===== config.mk =====
export PLATFORM = sky130hd
export DESIGN_NAME = posit_encode_pipe
export DESIGN_NICKNAME = d
export VERILOG_FILES = /design/src/rtl/posit_encode_pipe.sv
export SDC_FILE = /design/constraint.sdc
export NUM_CORES = 1
export LEC_CHECK = 0
export ABC_AREA = 1
export CAP_MARGIN = 20
export CORE_MARGIN = 10
export CORE_UTILIZATION = 51
export CTS_CLUSTER_SIZE = 8
export DETAILED_ROUTE_END_ITERATION = 10
export PLACE_DENSITY_LB_ADDON = 0.08
export SLEW_MARGIN = 10
export SYNTH_ARGS = -nofsm -noshare
export SYNTH_HDL_FRONTEND = slang
export SYNTH_SLANG_ARGS = --single-unit

===== constraint.sdc =====
create_clock -name clk -period 2.8 [get_ports clk]
set_input_delay 0.28 -clock clk [delete_from_list [all_inputs] [get_ports clk]]
set_output_delay 0.28 -clock clk [all_outputs]
set_load 0.02 [all_outputs]

===== src/rtl/posit_encode_pipe.sv =====
// Integer-to-posit back end: normalises a magnitude using its leading-one index, packs
// regime/exponent/fraction, rounds to nearest-even and applies sign over a 3-stage valid/ready pipe.
module posit_encode_pipe #(
    parameter int unsigned N  = 16,
    parameter int unsigned S  = $clog2(N),
    parameter int unsigned NP = 16,
    parameter int unsigned ES = 1
) (
    input  logic          clk,
    input  logic          rst,
    input  logic          in_valid,
    output logic          in_ready,
    input  logic          in_sign,
    input  logic [N-1:0]  in_mag,
    input  logic [S-1:0]  in_lod,
    output logic          out_valid,
    input  logic          out_ready,
    output logic [NP-1:0] out_posit
);

    localparam int unsigned W    = NP + N + 2;
    localparam int unsigned KW   = S + 1;
    localparam int unsigned PADW = W - ES - (N - 1);

    logic          r_s1_v, r_s1_zero, r_s1_sign;
    logic [S-1:0]  r_s1_p;
    logic [N-2:0]  r_s1_frac;

    logic          r_s2_v, r_s2_zero, r_s2_sign, r_s2_sat, r_s2_guard, r_s2_sticky;
    logic [NP-2:0] r_s2_body;

    logic          r_s3_v;
    logic [NP-1:0] r_s3_posit;

    logic          w_s1_en, w_s2_en, w_s3_en;
    logic [S-1:0]  w_shift;
    logic [N-1:0]  w_norm;
    logic [KW-1:0] w_k;
    logic [ES-1:0] w_e;
    logic [W-1:0]  w_ones, w_tail, w_body;
    logic          w_sat, w_inc;
    logic [NP-1:0] w_sum, w_mag, w_posit;

    // A stage may load when it is empty or its contents move on this edge
    assign w_s3_en  = ~r_s3_v | out_ready;
    assign w_s2_en  = ~r_s2_v | w_s3_en;
    assign w_s1_en  = ~r_s1_v | w_s2_en;
    assign in_ready = w_s1_en;

    assign out_valid = r_s3_v;
    assign out_posit = r_s3_posit;

    // Stage 1: left-justify so the leading one sits at bit N-1, then drop it
    assign w_shift = S'(N - 1) - in_lod;
    assign w_norm  = in_mag << w_shift;

    // Stage 2: regime is k+1 ones and a terminating zero, followed by exponent and fraction
    assign w_k    = KW'(r_s1_p >> ES);
    assign w_e    = r_s1_p[ES-1:0];
    assign w_ones = ~({W{1'b1}} >> (w_k + KW'(1)));
    assign w_tail = {w_e, r_s1_frac, {PADW{1'b0}}} >> (w_k + KW'(2));
    assign w_body = w_ones | w_tail;
    assign w_sat  = (32'(w_k) + 32'(ES) + 32'd2) > 32'(NP - 1);

    // Stage 3: round-to-nearest-even; a carry out of the body means we passed maxpos
    assign w_inc   = r_s2_guard & (r_s2_body[0] | r_s2_sticky);
    assign w_sum   = {1'b0, r_s2_body} + NP'(w_inc);
    assign w_mag   = (r_s2_sat | w_sum[NP-1]) ? {1'b0, {(NP-1){1'b1}}} : w_sum;
    assign w_posit = r_s2_zero ? '0 : (r_s2_sign ? (~w_mag + NP'(1)) : w_mag);

    always_ff @(posedge clk or posedge rst) begin
        if (rst) begin
            r_s1_v      <= 1'b0;
            r_s1_zero   <= 1'b0;
            r_s1_sign   <= 1'b0;
            r_s1_p      <= '0;
            r_s1_frac   <= '0;
            r_s2_v      <= 1'b0;
            r_s2_zero   <= 1'b0;
            r_s2_sign   <= 1'b0;
            r_s2_sat    <= 1'b0;
            r_s2_guard  <= 1'b0;
            r_s2_sticky <= 1'b0;
            r_s2_body   <= '0;
            r_s3_v      <= 1'b0;
            r_s3_posit  <= '0;
        end else begin
            if (w_s1_en) begin
                r_s1_v <= in_valid;
                if (in_valid) begin
                    r_s1_zero <= (in_mag == '0);
                    r_s1_sign <= in_sign;
                    r_s1_p    <= in_lod;
                    r_s1_frac <= w_norm[N-2:0];
                end
            end
            if (w_s2_en) begin
                r_s2_v <= r_s1_v;
                if (r_s1_v) begin
                    r_s2_zero   <= r_s1_zero;
                    r_s2_sign   <= r_s1_sign;
                    r_s2_sat    <= w_sat;
                    r_s2_body   <= w_body[W-1 -: NP-1];
                    r_s2_guard  <= w_body[W-NP];
                    r_s2_sticky <= |w_body[W-NP-1:0];
                end
            end
            if (w_s3_en) begin
                r_s3_v <= r_s2_v;
                if (r_s2_v) begin
                    r_s3_posit <= w_posit;
                end
            end
        end
    end

endmodule

# Word level (Yosys, flattened, before mapping)
# Cells that the tools add are included.
# op_classes
add_sub_neg	7
n_lt_le_gt_ge	1
shift	3
muxes	3
n_bitwise	12
n_reduce_logical	5
# op_table
operator	count
16-bit 2-to-1 mux	3
34-bit inverter	1
34-bit bitwise OR	1
34-bit by 4-bit right shift with 34-bit output	1
34-bit by 4-bit right shift with 34-bit output, first input constant	1
18-bit OR reduction	1
15-bit by 1-bit adder with 16-bit output	1
16-bit by 1-bit adder with 16-bit output, second input constant	1
16-bit logical NOT	1
16-bit inverter	1
16-bit by 4-bit << shifter with 15-bit output	1
3-bit by 1-bit adder with 4-bit output, second input constant	2
2-bit AND reduction	3
4-bit by 2-bit adder with 5-bit output, second input constant	1
5-bit by 4-bit greater-than comparator with 1-bit output, second input constant	1
1-bit bitwise OR	5
3-bit by 2-bit adder with 4-bit output, second input constant	1
4-bit subtractor, first input constant	1
1-bit inverter	3
1-bit AND	1
# totals
reg_bits	60
in_bits	25
out_inout_bits	18

# Longest topological paths before layout
# Gate-level depths: netlist of run 1.
# logic_depth
word_depth	9
mapped_depth	22
ltp_nobuf	20

# Worst setup path after synthesis of run 1
# OpenSTA, ideal clock, no wires.
# synth_timing
path_type	flip-flop to flip-flop
start	register r_s2_body[0]
end	register r_s3_posit[12], in the netlist out_posit[12]
setup_time_ns	0.117
arrival_ns	2.354
path_slack_ns	0.329
stages_incl_launch_ff	22
path_buffers	2
period_less_slack_ns	2.471
path_cell_list	dfrtp_1 o21a_1 ha_1 nand2_1 nor2_2 nand2_2 nor2_2 nor2_2 buf_6 buf_6 nand2_1 inv_2 ha_1 inv_1 nor2_1 nand3_1 nor2_1 nand2_2 nand2_2 nand3_1 nand3_1 nand2_1
# synth_via
elab_chain_cells	9
# synth_rtl
element	line	text
from (decl)	30	logic [NP-2:0] r_s2_body;
from (signal assigned)	103	r_s2_body <= w_body[W-1 -: NP-1];
1-bit bitwise OR	66	assign w_inc = r_s2_guard & (r_s2_body[0] | r_s2_sticky);
1-bit AND	66	
15-bit by 1-bit adder with 16-bit output *	67	assign w_sum = {1'b0, r_s2_body} + NP'(w_inc);
1-bit bitwise OR	68	assign w_mag = (r_s2_sat | w_sum[NP-1]) ? {1'b0, {(NP-1){1'b1}}} : w_sum;
16-bit 2-to-1 mux *	68	
16-bit inverter	69	assign w_posit = r_s2_zero ? '0 : (r_s2_sign ? (~w_mag + NP'(1)) : w_mag);
16-bit by 1-bit adder with 16-bit output	69	
16-bit 2-to-1 mux * (2 in series)	69	
to (signal assigned)	111	r_s3_posit <= w_posit;
to (decl)	33	logic [NP-1:0] r_s3_posit;
# Mark *: on every way between the ends. The rest lies on a longest branch, timed or not.
# A chain may end at the register's enable or synchronous reset.

# Worst setup path after layout of run 1
# layout_timing
start	register r_s2_body[0]
end	register r_s3_posit[6], in the netlist out_posit[6]
# The elaborated chain is that of the path after synthesis.

==> results.md, run 1 <==
- HP Class: in2async
- Final wirelength: 10.5 mm
- Gpl congestion: around 0.88
- Number of synthesized flops with an enable pin: 0
- Min cycle time layout: 2440 ps
- Routed vias: 3,915
- Setup crit start kind: register
- Family with the most delay on the worst path: simple AND/OR/NAND/NOR gates
- Yosys warning total: 0
- Slew Limit Fails: 0
- Antenna Violating Nets Remaining: 0
- Total Die Area: around 0.012 mm^2
- Initial antenna violation count: 0
- Critical-path cell list: o21a_1 > ha_1 > nand2_1 > nor2_2 > nand2_2 > nor2_2 > nor2_4 > inv_2 > nor2_2 > ha_1 > inv_1 > nor2_1 > nand3_1 > o21ai_1 > xor2_1 > o21ai_1
- Synth unique cells: 38
- Leakage Power: 2.28 nW
- Row count: 32
- Hold Vio Cnt, Final: 0
- Vias/cell: 5.32
- DRC Markers: 0
- Net count after synthesis: 617
- Port Buffer Count: 42
- Post-synthesis cell count: 586
- Final Skew: 12.0 ps
- Cts bufs inserted: 9
- Post-DP HPWL: 8.23 mm
- R2R Setup Slk: 360 ps
- Slew HR: 0.537
- Setup CP Type: reg2reg
- RSZ-0062 raised after global routing: false
- Yosys reg bits: 60
- Layout overhead on the synthesized area: 18.8%
- Max H-tree Level: 3
- Clk buf depth: 2
- Fin crit share: 0.870
- I/O Pins: 43
- Worst R2R Path Depth: 16
- WL/cell: roughly 14 um
- Layout cell share with drive strength beyond 1: 0.0804
- Clk sinks: 60
- Slowest CP cell: dfrtp_1
- Post-synth top cells: nand2_1, o21ai_0, inv_1
- Global-route usage over all layers: 0.186
- Initial Util: 0.520
- Final setup fails: 0
- Outcome: finished clean
- Worst hold slack: 274 ps
- Clock slew at reported path FFs: 70 ps
- Maximum fanout along the worst path: 6
- Largest net degree at the start of global routing: 26
- Avg Cell Area, Syn: 6.79 um^2
- Data required, critical path: 3030 ps
- # Max-Cap Violations: 0
- Crit Reg-Reg Startpoint: r_s2_body[0]$_DFFE_PP0P_
- Antenna Cells: 0
- Cell mode on critical path: nor2_2
- Post-Syn Area: 0.00398 mm^2
- Post-synthesis sequential area ratio: 0.378
- Area leader, netlist: dfrtp_1
- Critical path arrival: 2670 ps
- Share of synthesized registers carrying an async set or reset: 1.00
- Chip height: 108 um
- Nets: 660
- Worst vdd ir: 398 uV
- Slew @ Worst Pin: between 600 and 700 ps
- Pwr Density: about 900 mW/mm^2
- Clk Latency, worst-skew pair: approximately 350 ps
- CTS tree: yes
- Main synth FF type: dfrtp_1
- Top-count cell post-synth: nand2_1
- Worst path max stage delay: 400 ps
- CP Capture Type: register
- Core area: 0.00765 mm^2
- Reg2Reg Capture Point: out_posit[6]$_DFFE_PP0P_
- Hold Buf Count CTS: 0
- Root Driver: clkbuf_8
- Fmax: 410 MHz
- Total Neg Setup Slack: 0 ps
- Vias in the first global route: 3,753
- Chip width: around 110 um
- First-pass GRT wire length: 17.6 mm
- Yosys top cell area share: 0.378
- First-iteration detailed-routing DRC count: 241
- Pre-antenna DRT Iters: 5
- Buf+Inv Stages, Crit Path: 2
- Synth top area cells: dfrtp_1, nand2_1, o21ai_0, inv_1, nor2_1
- GRT Residual Overflow: 0
==> cell type report <==
| cell class | instances | area, um^2 |
|---|---|---|
| Fill cell | 726 | 2920 |
| Inverter | 66 | 248 |
| Multi-Input combinational cell | 439 | 2140 |
| Clock buffer | 12 | 155 |
| Timing Repair Buffer | 53 | 503 |
| Clock inverter | 4 | 47.5 |
| Sequential cell | 60 | 1500 |
| Tap cell | 102 | 128 |
==> routing by layer <==
metal,global-route usage,vias to the layer above,routed length (um)
li1,-,2004,-
met1,0.219,1814,4380
met2,0.334,80,5540
met3,0.0303,17,381
met4,0.0659,0,164
met5,0,-,0
==> where the power goes <==
group	switching, W	total [W]	internal (W)
clock	0.000344	0.000801	0.000456
combinational	0.00117	0.00193	0.000761
sequential	0.000284	0.00143	0.00114
total	0.00180	0.00416	0.00236
==> what timing repair did <==
action	4_1_cts	5_1_grt
resized for setup	0	4
setup endpoints to repair	0	3
setup buffers	0	0
==> cell families (layout without fill, tap and decap cells) <==
kind of cell / count (synthesis) / count (layout) / synth area share
AO/OA/AOI/OAI: 113 / 113 / 0.169
XOR/XNOR: 8 / 8 / 0.0176
adder cells (fa/ha/maj): 6 / 6 / 0.0189
buffers and inverters: 87 / 135 / 0.0865
flip-flops: 60 / 60 / 0.378
multiplexers: 1 / 1 / 0.00252
AND/OR/NAND/NOR: 311 / 311 / 0.328
==> metrics by stage <==
| stage | worst slack (ps) | total power (W) | instances | instance area, um^2 | util |
|---|---|---|---|---|---|
| 2_1_floorplan | 329 | 0.00270 | 586 | 3980 | - |
| 3_3_place_gp | 365 | 0.00334 | 720 | 4510 | 0.590 |
| 3_5_place_dp | 262 | 0.00336 | 720 | 4510 | 0.590 |
| 4_1_cts | 243 | 0.00417 | 736 | 4710 | 0.616 |
| 5_1_grt | 19.7 | 0.00452 | 736 | 4720 | 0.618 |
| 6_report | 363 | 0.00416 | 736 | 4720 | 0.618 |
==> state kept, by name, summed over array words and instances, names as in the netlist <==
| signal | count |
|---|---|
| r_s1_frac | 15 |
| r_s1_v | 1 |
| r_s2_sticky | 1 |
| out_posit | 16 |
| r_s2_zero | 1 |
| r_s2_body | 15 |
| r_s1_p | 4 |
| r_s1_sign | 1 |
| r_s2_sat | 1 |
| r_s2_v | 1 |
| r_s2_guard | 1 |
| out_valid | 1 |
| r_s1_zero | 1 |
| r_s2_sign | 1 |
==> cell usage in the layout, fill, tap and decap left out, types with 7 or more instances in the layout <==
| cell | Yosys | layout |
|---|---|---|
| a21oi_1 | 7 | 7 |
| buf_4 | 0 | 11 |
| clkbuf_8 | 0 | 11 |
| clkdlybuf4s50_1 | 0 | 42 |
| dfrtp_1 | 60 | 60 |
| inv_1 | 61 | 59 |
| nand2_1 | 200 | 200 |
| nand2_2 | 7 | 7 |
| nand3_1 | 34 | 34 |
| nand4_1 | 7 | 7 |
| nor2_1 | 46 | 44 |
| o21ai_0 | 62 | 62 |
| o221ai_1 | 13 | 13 |
| xor2_1 | 7 | 7 |
==> how the worst max path moves through the flow <==
stage	startpoint	endpoint	slack (ps)	depth (start not counted)
after floorplan	r_s2_body[0]$_DFFE_PP0P_	out_posit[12]$_DFFE_PP0P_	330	21
final	r_s2_body[0]$_DFFE_PP0P_	out_posit[6]$_DFFE_PP0P_	360	16
after detailed placement	r_s2_body[0]$_DFFE_PP0P_	out_posit[12]$_DFFE_PP0P_	260	19
after global placement	r_s2_body[0]$_DFFE_PP0P_	out_posit[12]$_DFFE_PP0P_	370	19
after CTS	r_s2_body[0]$_DFFE_PP0P_	out_posit[12]$_DFFE_PP0P_	240	19
after global routing	r_s2_body[0]$_DFFE_PP0P_	out_posit[12]$_DFFE_PP0P_	20	20
==> worst reg2reg max path: stages, from the launching register on <==
cell	delay [ps]
dfrtp_1	400
o21a_1	200
ha_1	210
nand2_1	90
nor2_2	70
nand2_2	80
nor2_2	50
nor2_4	110
inv_2	80
nor2_2	100
ha_1	150
inv_1	50
nor2_1	90
nand3_1	140
o21ai_1	280
xor2_1	170
o21ai_1	70
Note: power is estimated with default switching activity, not from simulation.
==> inputs of run 2 (changes only) <==
Settings changed: SLEW_MARGIN 10 to not set.
==> results of run 2 <==
The final DEF is identical to that of run 1; final timing and power are the same.
